`src/rtl/data_store_buffer.sv`:
```
// Store buffer between the core and slow data memory: stores retire in one cycle, loads forward
// from the newest matching entry, and a load miss drains every pending store before reading.
module data_store_buffer #(
  parameter int DEPTH = 4,
  parameter int WIDTH = 32
) (
  input  logic             clk,
  input  logic             rst,
  input  logic             MemWrite,
  input  logic             MemRead,
  input  logic [WIDTH-1:0] ALUOut,
  input  logic [WIDTH-1:0] WriteData,
  output logic [WIDTH-1:0] ReadData,
  output logic             Stall,
  output logic             mem_req,
  output logic             mem_we,
  output logic [WIDTH-1:0] mem_addr,
  output logic [WIDTH-1:0] mem_wdata,
  input  logic [WIDTH-1:0] mem_rdata,
  input  logic             mem_ack
);
  localparam int PW = $clog2(DEPTH);
  localparam int CW = $clog2(DEPTH + 1);
  localparam int AW = WIDTH - 2;

  typedef enum logic [1:0] {IDLE, LOAD_DRAIN, LOAD_REQ, LOAD_DONE} state_t;

  state_t           state, state_nxt;
  logic [AW-1:0]    fifo_addr [DEPTH];
  logic [WIDTH-1:0] fifo_data [DEPTH];
  logic [PW-1:0]    head, tail, idx;
  logic [CW-1:0]    count;
  logic [WIDTH-1:0] rdata_q;
  logic [AW-1:0]    load_addr;
  logic             is_load, full, empty, drain, push, pop, hit;
  logic [WIDTH-1:0] hit_data;
  logic             unused_lsb;

  assign unused_lsb = ^ALUOut[1:0];
  assign is_load    = MemRead & ~MemWrite;
  assign full       = (count == CW'(DEPTH));
  assign empty      = (count == '0);
  assign drain      = ((state == IDLE) || (state == LOAD_DRAIN)) && !empty;
  assign push       = MemWrite && !full;
  assign pop        = drain && mem_ack;

  // Walk from oldest to newest so the last match (closest to tail) wins.
  always_comb begin
    hit      = 1'b0;
    hit_data = '0;
    idx      = '0;
    for (int i = 0; i < DEPTH; i++) begin
      idx = head + PW'(i);
      if ((CW'(i) < count) && (fifo_addr[idx] == ALUOut[WIDTH-1:2])) begin
        hit      = 1'b1;
        hit_data = fifo_data[idx];
      end
    end
  end

  always_comb begin
    state_nxt = state;
    Stall     = 1'b0;
    mem_req   = 1'b0;
    mem_we    = 1'b0;
    mem_addr  = '0;
    mem_wdata = '0;
    ReadData  = '0;
    if (drain) begin
      mem_req   = 1'b1;
      mem_we    = 1'b1;
      mem_addr  = {fifo_addr[head], 2'b00};
      mem_wdata = fifo_data[head];
    end
    case (state)
      IDLE: begin
        if (MemWrite && full) begin
          Stall = 1'b1;
        end else if (is_load && !hit) begin
          Stall     = 1'b1;
          state_nxt = LOAD_DRAIN;
        end
      end
      LOAD_DRAIN: begin
        Stall = 1'b1;
        if (empty || ((count == CW'(1)) && pop)) state_nxt = LOAD_REQ;
      end
      LOAD_REQ: begin
        Stall    = 1'b1;
        mem_req  = 1'b1;
        mem_addr = {load_addr, 2'b00};
        if (mem_ack) state_nxt = LOAD_DONE;
      end
      LOAD_DONE: state_nxt = IDLE;
      default:   state_nxt = IDLE;
    endcase
    if (MemRead) ReadData = ((state == IDLE) && is_load && hit) ? hit_data : rdata_q;
  end

  always_ff @(posedge clk or posedge rst) begin
    if (rst) begin
      state     <= IDLE;
      head      <= '0;
      tail      <= '0;
      count     <= '0;
      rdata_q   <= '0;
      load_addr <= '0;
    end else begin
      state <= state_nxt;
      if (push) tail <= tail + 1'b1;
      if (pop)  head <= head + 1'b1;
      case ({push, pop})
        2'b10:   count <= count + 1'b1;
        2'b01:   count <= count - 1'b1;
        default: ;
      endcase
      if ((state == LOAD_REQ) && mem_ack) rdata_q <= mem_rdata;
      if ((state == IDLE) && is_load && !hit) load_addr <= ALUOut[WIDTH-1:2];
    end
  end

  // Storage needs no reset: entries beyond count are never observed.
  always_ff @(posedge clk) begin
    if (push) begin
      fifo_addr[tail] <= ALUOut[WIDTH-1:2];
      fifo_data[tail] <= WriteData;
    end
  end
endmodule
```
`config.mk`:
```
export PLATFORM = sky130hd
export DESIGN_NAME = data_store_buffer
export DESIGN_NICKNAME = d
export VERILOG_FILES = /design/src/rtl/data_store_buffer.sv
export SDC_FILE = /design/constraint.sdc
export NUM_CORES = 1
export LEC_CHECK = 0
export CORE_UTILIZATION = 60
export CTS_BUF_LIST = sky130_fd_sc_hd__clkbuf_8
export DETAILED_ROUTE_END_ITERATION = 16
export GPL_TIMING_DRIVEN = 1
export PLACE_DENSITY = 0.83
export SETUP_SLACK_MARGIN = 0.5
export SYNTH_ARGS = -nofsm -noshare
export SYNTH_HDL_FRONTEND = slang
export SYNTH_SLANG_ARGS = --single-unit
```
`constraint.sdc`:
```
create_clock -name clk -period 6.8 [get_ports clk]
set_input_delay 1.7 -clock clk [delete_from_list [all_inputs] [get_ports clk]]
set_output_delay 1.7 -clock clk [all_outputs]
set_load 0.01 [all_outputs]
```
Word level (Yosys, flattened, before mapping)
Memory sizes are Yosys's and may differ from the RTL's.
Index checks and enable logic that the tools add are counted.
{"block": "word_totals", "out_inout_bits": 99, "regBits": 71, "memories": 2, "ram_bits": 248}
{"name": "fifo_data", "depth": 4, "width": 32, "read_ports": 4, "rd_clocked_by_memory_dff": 0, "write_ports": 1, "line": "30", "source": "logic [WIDTH-1:0] fifo_data [DEPTH];"}
{"name": "fifo_addr", "depth": 4, "width": 30, "read_ports": 4, "rd_clocked_by_memory_dff": 0, "write_ports": 1, "line": "29", "source": "logic [AW-1:0] fifo_addr [DEPTH];"}
{"block": "classes", "order_cmp": 4, "n_mux": 26, "reduce_logical": 24, "n_eq_ne": 15, "n_addsub": 6, "n_bitwise": 2}
{"operator": "$mux 32", "count": 9}
{"operator": "$eq 30x30->1", "count": 4}
{"operator": "$logic_and 1x1->1", "count": 14}
{"operator": "$mux 1", "count": 10}
{"operator": "$mux 2", "count": 4}
{"operator": "$pmux 2 s4", "count": 1}
{"operator": "$eq 2x2->1 const B", "count": 3}
{"operator": "$lt 1x3->1 const A", "count": 2}
{"operator": "$lt 2x3->1 const A", "count": 2}
{"operator": "$pmux 3 s2", "count": 1}
{"operator": "$add 2x1->2 const B", "count": 2}
{"operator": "$add 2x2->2 const B", "count": 2}
{"operator": "$eq 2x1->1 const B", "count": 2}
{"operator": "$ne 2x1->1 const B", "count": 2}
{"operator": "$ne 2x2->1 const B", "count": 2}
{"operator": "$reduce_and 4->1", "count": 1}
{"operator": "$add 3x1->3 const B", "count": 1}
{"operator": "$eq 3x1->1 const B", "count": 1}
{"operator": "$eq 3x3->1 const B", "count": 1}
{"operator": "$logic_not 1->1", "count": 3}
{"operator": "$logic_not 3->1", "count": 1}
{"operator": "$sub 3x1->3 const B", "count": 1}
{"operator": "$logic_not 2->1", "count": 1}
{"operator": "$logic_or 1x1->1", "count": 2}
{"operator": "other kinds (5)", "count": 5}

Logic depth before layout (Yosys ltp)
An unclocked memory read counts as a cell.
{"block": "depth", "depth_word": 12, "ltp_mapped": 17, "ltp_nobuf": 11}

Least setup slack after synthesis
Ideal clock, no wire load.
{"block": "synth_path", "kind": "input -> output", "from": "input port ALUOut[7]", "to": "output port ReadData[7]", "path_slack_ns": 0.610, "n_path_buf": 4, "t_arrival_ns": 4.490, "path_stages": 13, "cell_sequence": "clkbuf_1 xnor2_1 or4_1 or4_1 a22o_1 or3_1 buf_6 and3_4 buf_6 buf_6 nand3_2 nand2_1 o21ai_1"}
{"block": "synth_via", "elab_chain_cells": 9, "word_cells_on_any_way": 19, "cone_classes": "eq/ne: 4; mux: 10; reduce/logical: 5"}
{"item": "start: declaration", "line": "11", "source": "input logic [WIDTH-1:0] ALUOut,"}
{"item": "$eq 30x30->1", "line": "54", "source": "if ((CW'(i) < count) && (fifo_addr[idx] == ALUOut[WIDTH-1:2])) begin"}
{"item": "$logic_and 1x1->1", "line": "54"}
{"item": "$mux 1 (4 in series)", "line": "54"}
{"item": "$logic_and 1x1->1", "line": "97", "source": "if (MemRead) ReadData = ((state == IDLE) && is_load && hit) ? hit_data : rdata_q;"}
{"item": "$mux 32 * (2 in series)", "line": "97"}
{"item": "end: declaration", "line": "13", "source": "output logic [WIDTH-1:0] ReadData,"}
Every way passes the cells marked *; elsewhere a longest branch is shown, timed or not.

Final worst setup path
{"block": "layout_path", "from": "register head[1]", "to": "output port ReadData[7]"}
{"block": "layout_via", "elab_chain_cells": 10, "word_cells_on_any_way": 24, "cone_classes": "add/sub: 3; eq/ne: 4; mux: 10; reduce/logical: 5; memory: 2"}
{"item": "start: declaration", "line": "31", "source": "logic [PW-1:0] head, tail, idx;"}
{"item": "start signal: assignment", "line": "111", "source": "if (pop) head <= head + 1'b1;"}
{"item": "$add 2x1->2 / $mem_v2 4x30 (equally long branches)"}
{"item": "$mem_v2 4x30 / $eq 30x30->1 (equally long branches)"}
{"item": "$eq 30x30->1 / $logic_and 1x1->1 (equally long branches)", "line": "54"}
{"item": "$logic_and 1x1->1 / $mux 1 (equally long branches)", "line": "54"}
{"item": "$mux 1 (3 in series)", "line": "54"}
{"item": "$logic_and 1x1->1", "line": "97"}
{"item": "$mux 32 * (2 in series)", "line": "97"}
Marks and branches as above.

==> results.py <==
metrics = {
    "sta": {
        "post-route-worst-setup-slack_ns": 0.425,
        "setup_violations": 0,
        "worst-slew-pin-transition_ns": 1.27,
        "finalWorstPathRequiredPeriod_ns": 6.37,
        "fmax_ghz": 0.157,
        "max_slew_margin": 0.155,
        "setup_tns_ns": 0,
        "timing_hold_violations_final": 0,
        "finalMaxSlewViolations": 0,
        "min_period_over_period": 0.937,
        "clock_skew_ns": 0.0245,
        "setup_repair_after_global_routing_missed_its_margin": "true",
    },
    "power": {
        "ir_drop_v": 0.000280,
        "clock_power_share": 0.156,
        "fin_total_pwr_uw": 11400,
        "power.share.sequential": 0.261,
        "switchingPower_uw": 4910,
        "static-leakage-power_uw": 0.00991,
        "p_per_area_nw_per_um2": 434,
        "switching_part_of_the_total_power": 0.429,
        "combPwrFrac": 0.583,
        "cell_internal_power_uw": 6520,
    },
    "global_route": {
        "grt-ovfl-total": 0,
        "first_global_vias": 17700,
        "track_usage": 0.400,
        "grt_max_degree": 89,
        "global_route_wire_length_before_repair_um": 103000,
        "number_of_antenna_violations_at_the_first_check_in_global_routing": 1,
    },
    "layout": {
        "layout.filler_cells": 1923,
        "final_net_count": 2281,
        "synth_to_final_area_change_pct": 30.1,
        "final_layout_size_suffix_gt1_frac": 0.321,
        "multi_input_comb_area_um2": 11000,
        "seq_area_um2": 9230,
        "stdcell_count": 2657,
        "final_core_util": 0.800,
        "most-common-layout-cells": "248 x sky130_fd_sc_hd__edfxtp_1, 199 x sky130_fd_sc_hd__nand2_1, 177 x sky130_fd_sc_hd__mux2i_1",
        "most_common_cell_after_layout_fill_and_taps_aside": "sky130_fd_sc_hd__edfxtp_1",
    },
    "placement": {
        "placed_cells_incl_taps": 2473,
        "gpl_wtd_cong": 1.00,
        "place_hpwl_um": 41600,
        "pre_cts_slack_ns": -0.548,
        "buffer_ports.inserted": 195,
    },
    "drt": {
        "avgRoutedWirePerCell_um": 26.3,
        "drt_drc_violations_left": 0,
        "wirelength_um": 69900,
        "number_of_vias_in_the_routed_layout": 18000,
        "drt-initial-drc-count": 2304,
        "drt_pre_antenna_iters": 6,
        "drtAntennaViolNets": 0,
        "post_drt_via_cell_ratio": 6.77,
    },
    "setup_path": {
        "worst_ep_arrival_time_ns": 4.67,
        "worst_ep_required_time_ns": 5.10,
        "worst-r2r-setup-slack_ns": 2.33,
        "start_kind": "register",
        "startpoint": "head[1]",
        "worst_r2r_startpoint": "head[1]",
        "timing_worst_setup_path_type": "reg -> out",
        "end_kind": "output port",
        "cp_max_fo": 9,
        "ff2ff_path_depth": 15,
        "worst_r2r_endpoint": "load_addr[6]",
    },
    "clocking": {
        "root_buffer": "sky130_fd_sc_hd__clkbuf_8",
        "clk-insertion-delay-late_ns": 0.68,
        "cts.path.max_buffers": 3,
        "tritoncts_clock_tree": "yes",
        "clock_pin_transition_on_the_worst_setup_and_hold_timing_paths_ns": 0.06,
        "cts-buffers-inserted": 54,
        "clkSinkCount": 319,
        "cts-htree-levels": 2,
    },
    "logic_synthesis": {
        "synth_compound_gate_area_share": 0.119,
        "ys_types": 71,
        "synth.top_cells.by_area": "sky130_fd_sc_hd__edfxtp_1 37%, sky130_fd_sc_hd__mux2i_1 9.9%, sky130_fd_sc_hd__mux2_2 9.2%, sky130_fd_sc_hd__dfrtp_1 8.8%, sky130_fd_sc_hd__nand2_1 3.8%",
        "synthesis.yosys.warnings": 0,
        "yosys.area_share.xor_xnor": 0.0451,
        "synth_enable_flop_cells": 248,
        "synth_sequential_area_ratio": 0.456,
        "dominantRegCellSynth": "sky130_fd_sc_hd__edfxtp_1",
        "main_combinational_cell_family_by_area_after_synthesis": "multiplexers",
        "synth_simple_gate_area_frac": 0.119,
        "synth_area_leader_cell": "sky130_fd_sc_hd__edfxtp_1",
        "post_synthesis_area_per_instance_um2": 11.0,
        "synthesis.area_um2": 20200,
        "synthMuxAreaShare": 0.211,
        "ys_async_sr_fraction": 0.223,
        "synth-seq-cells": 319,
        "synthAdderAreaFrac": 0.00805,
        "syn_inst": 1842,
        "yosysTopAreaCellShare": 0.368,
    },
    "die": {
        "design.portCount": 200,
        "core_um2": 32900,
        "dieArea_um2": 34400,
        "die_y_um": 186,
        "rows": 66,
        "floorplan.initialDensity": 0.615,
        "fp.dieW_um": 186,
    },
    "min_path": {
        "cell_depth_of_the_worst_min_delay_path": 2,
        "hold-path-endpoint": "load_addr[27]",
        "holdCritPathClass": "reg -> reg",
        "worstHoldStart": "load_addr[27]",
    },
    "job": {
        "count_of_max_cap_constraint_violations": 0,
    },
    "run_status": {
        "outcome": "finished clean",
    },
}
flip-flops by register name (all words and copies together) (netlist names):
signal	cells
fifo_data	128
tail	2
state	2
head	2
fifo_addr	120
count	3
load_addr	30
rdata_q	32
stage by stage:
step,cell area (um^2),hold slack [ns]
final,26300,0.491
after global placement,23400,0.464
after floorplan,20200,0.450
after global routing,26300,0.516
after detailed placement,23400,0.479
after CTS,25600,0.492
power groups by stage:
stage	Clock, uW	Sequential (uW)	Combinational [uW]
floorplan	0	2860	3880
global placement	0	3000	5720
detailed placement	0	3050	5840
CTS	1780	2950	6170
global route	1880	3020	6950
finish	1780	2980	6660
cell usage after synthesis, drive strengths merged (35+ instances only):
cell type / instances
o211ai: 35
edfxtp: 248
nor3: 36
mux2i: 201
nand2: 203
a21oi: 55
dfrtp: 71
o21ai: 92
xnor2: 79
mux2: 165
buf: 88
nor2: 137
clkbuf: 74
nand3: 48
cells by family (layout without fill, tap and decap cells):
logic type / after synthesis / count (layout)
AOI/OAI and AO/OA: 320 / 320
xor gates and xnor gates: 104 / 104
adders and majority gates: 13 / 13
buffers and inverters: 179 / 548
DFF: 319 / 319
muxes: 383 / 383
other: 1 / 4
and+or+nand+nor: 523 / 524
worst max-delay path, cell delays in order, from the launching register on:
cell and delay (ns):
sky130_fd_sc_hd__dfrtp_4 0.50, sky130_fd_sc_hd__buf_4 0.24, sky130_fd_sc_hd__mux2i_1 0.58, sky130_fd_sc_hd__mux2i_1 0.37, sky130_fd_sc_hd__xor2_4 0.26, sky130_fd_sc_hd__nor4_2 0.27
sky130_fd_sc_hd__nand4_1 0.15, sky130_fd_sc_hd__nor4_2 0.24, sky130_fd_sc_hd__buf_4 0.25, sky130_fd_sc_hd__nor2b_4 0.06, sky130_fd_sc_hd__a31oi_4 0.24, sky130_fd_sc_hd__buf_12 0.16
sky130_fd_sc_hd__buf_12 0.12, sky130_fd_sc_hd__buf_16 0.12, sky130_fd_sc_hd__nand3b_1 0.17, sky130_fd_sc_hd__o21ai_2 0.10, sky130_fd_sc_hd__buf_2 0.15
how the worst max path moves through the flow:
stage	end	slack, ns
finish	ReadData[7]	0.43
global route	ReadData[28]	0.37
CTS	ReadData[23]	0.50
detailed placement	ReadData[14]	-0.55
global placement	ReadData[19]	-0.46
floorplan	ReadData[7]	0.61
layout make-up:
type,instances,share of cell area
Tap cell,442,0.0210
Antenna cell,2,0.000190
Sequential cell,319,0.351
Timing Repair Buffer,429,0.165
Inverter,17,0.00276
Clock buffer,64,0.0335
Multi-Input combinational cell,1346,0.418
Clock inverter,38,0.00875
per-layer routing:
metal  vias up  track usage  part of all wire  wire [um]
met5         -            0                 0          0
met4         0        0.181             0.049       3420
met3       330        0.104              0.13       8860
met2      1424        0.613              0.45      31500
met1      8687        0.535              0.37      26100
li1       7534            -                 -          -
repair_timing:
item | CTS | global route
endpoints found under the setup margin | 33 | 33
gates resized for setup | 268 | 126
hold buffers | 0 | 0
pin swaps | 49 | 34
cloned | 13 | 1
setup buffers | 44 | 22
(Power assumes the default switching activity.)
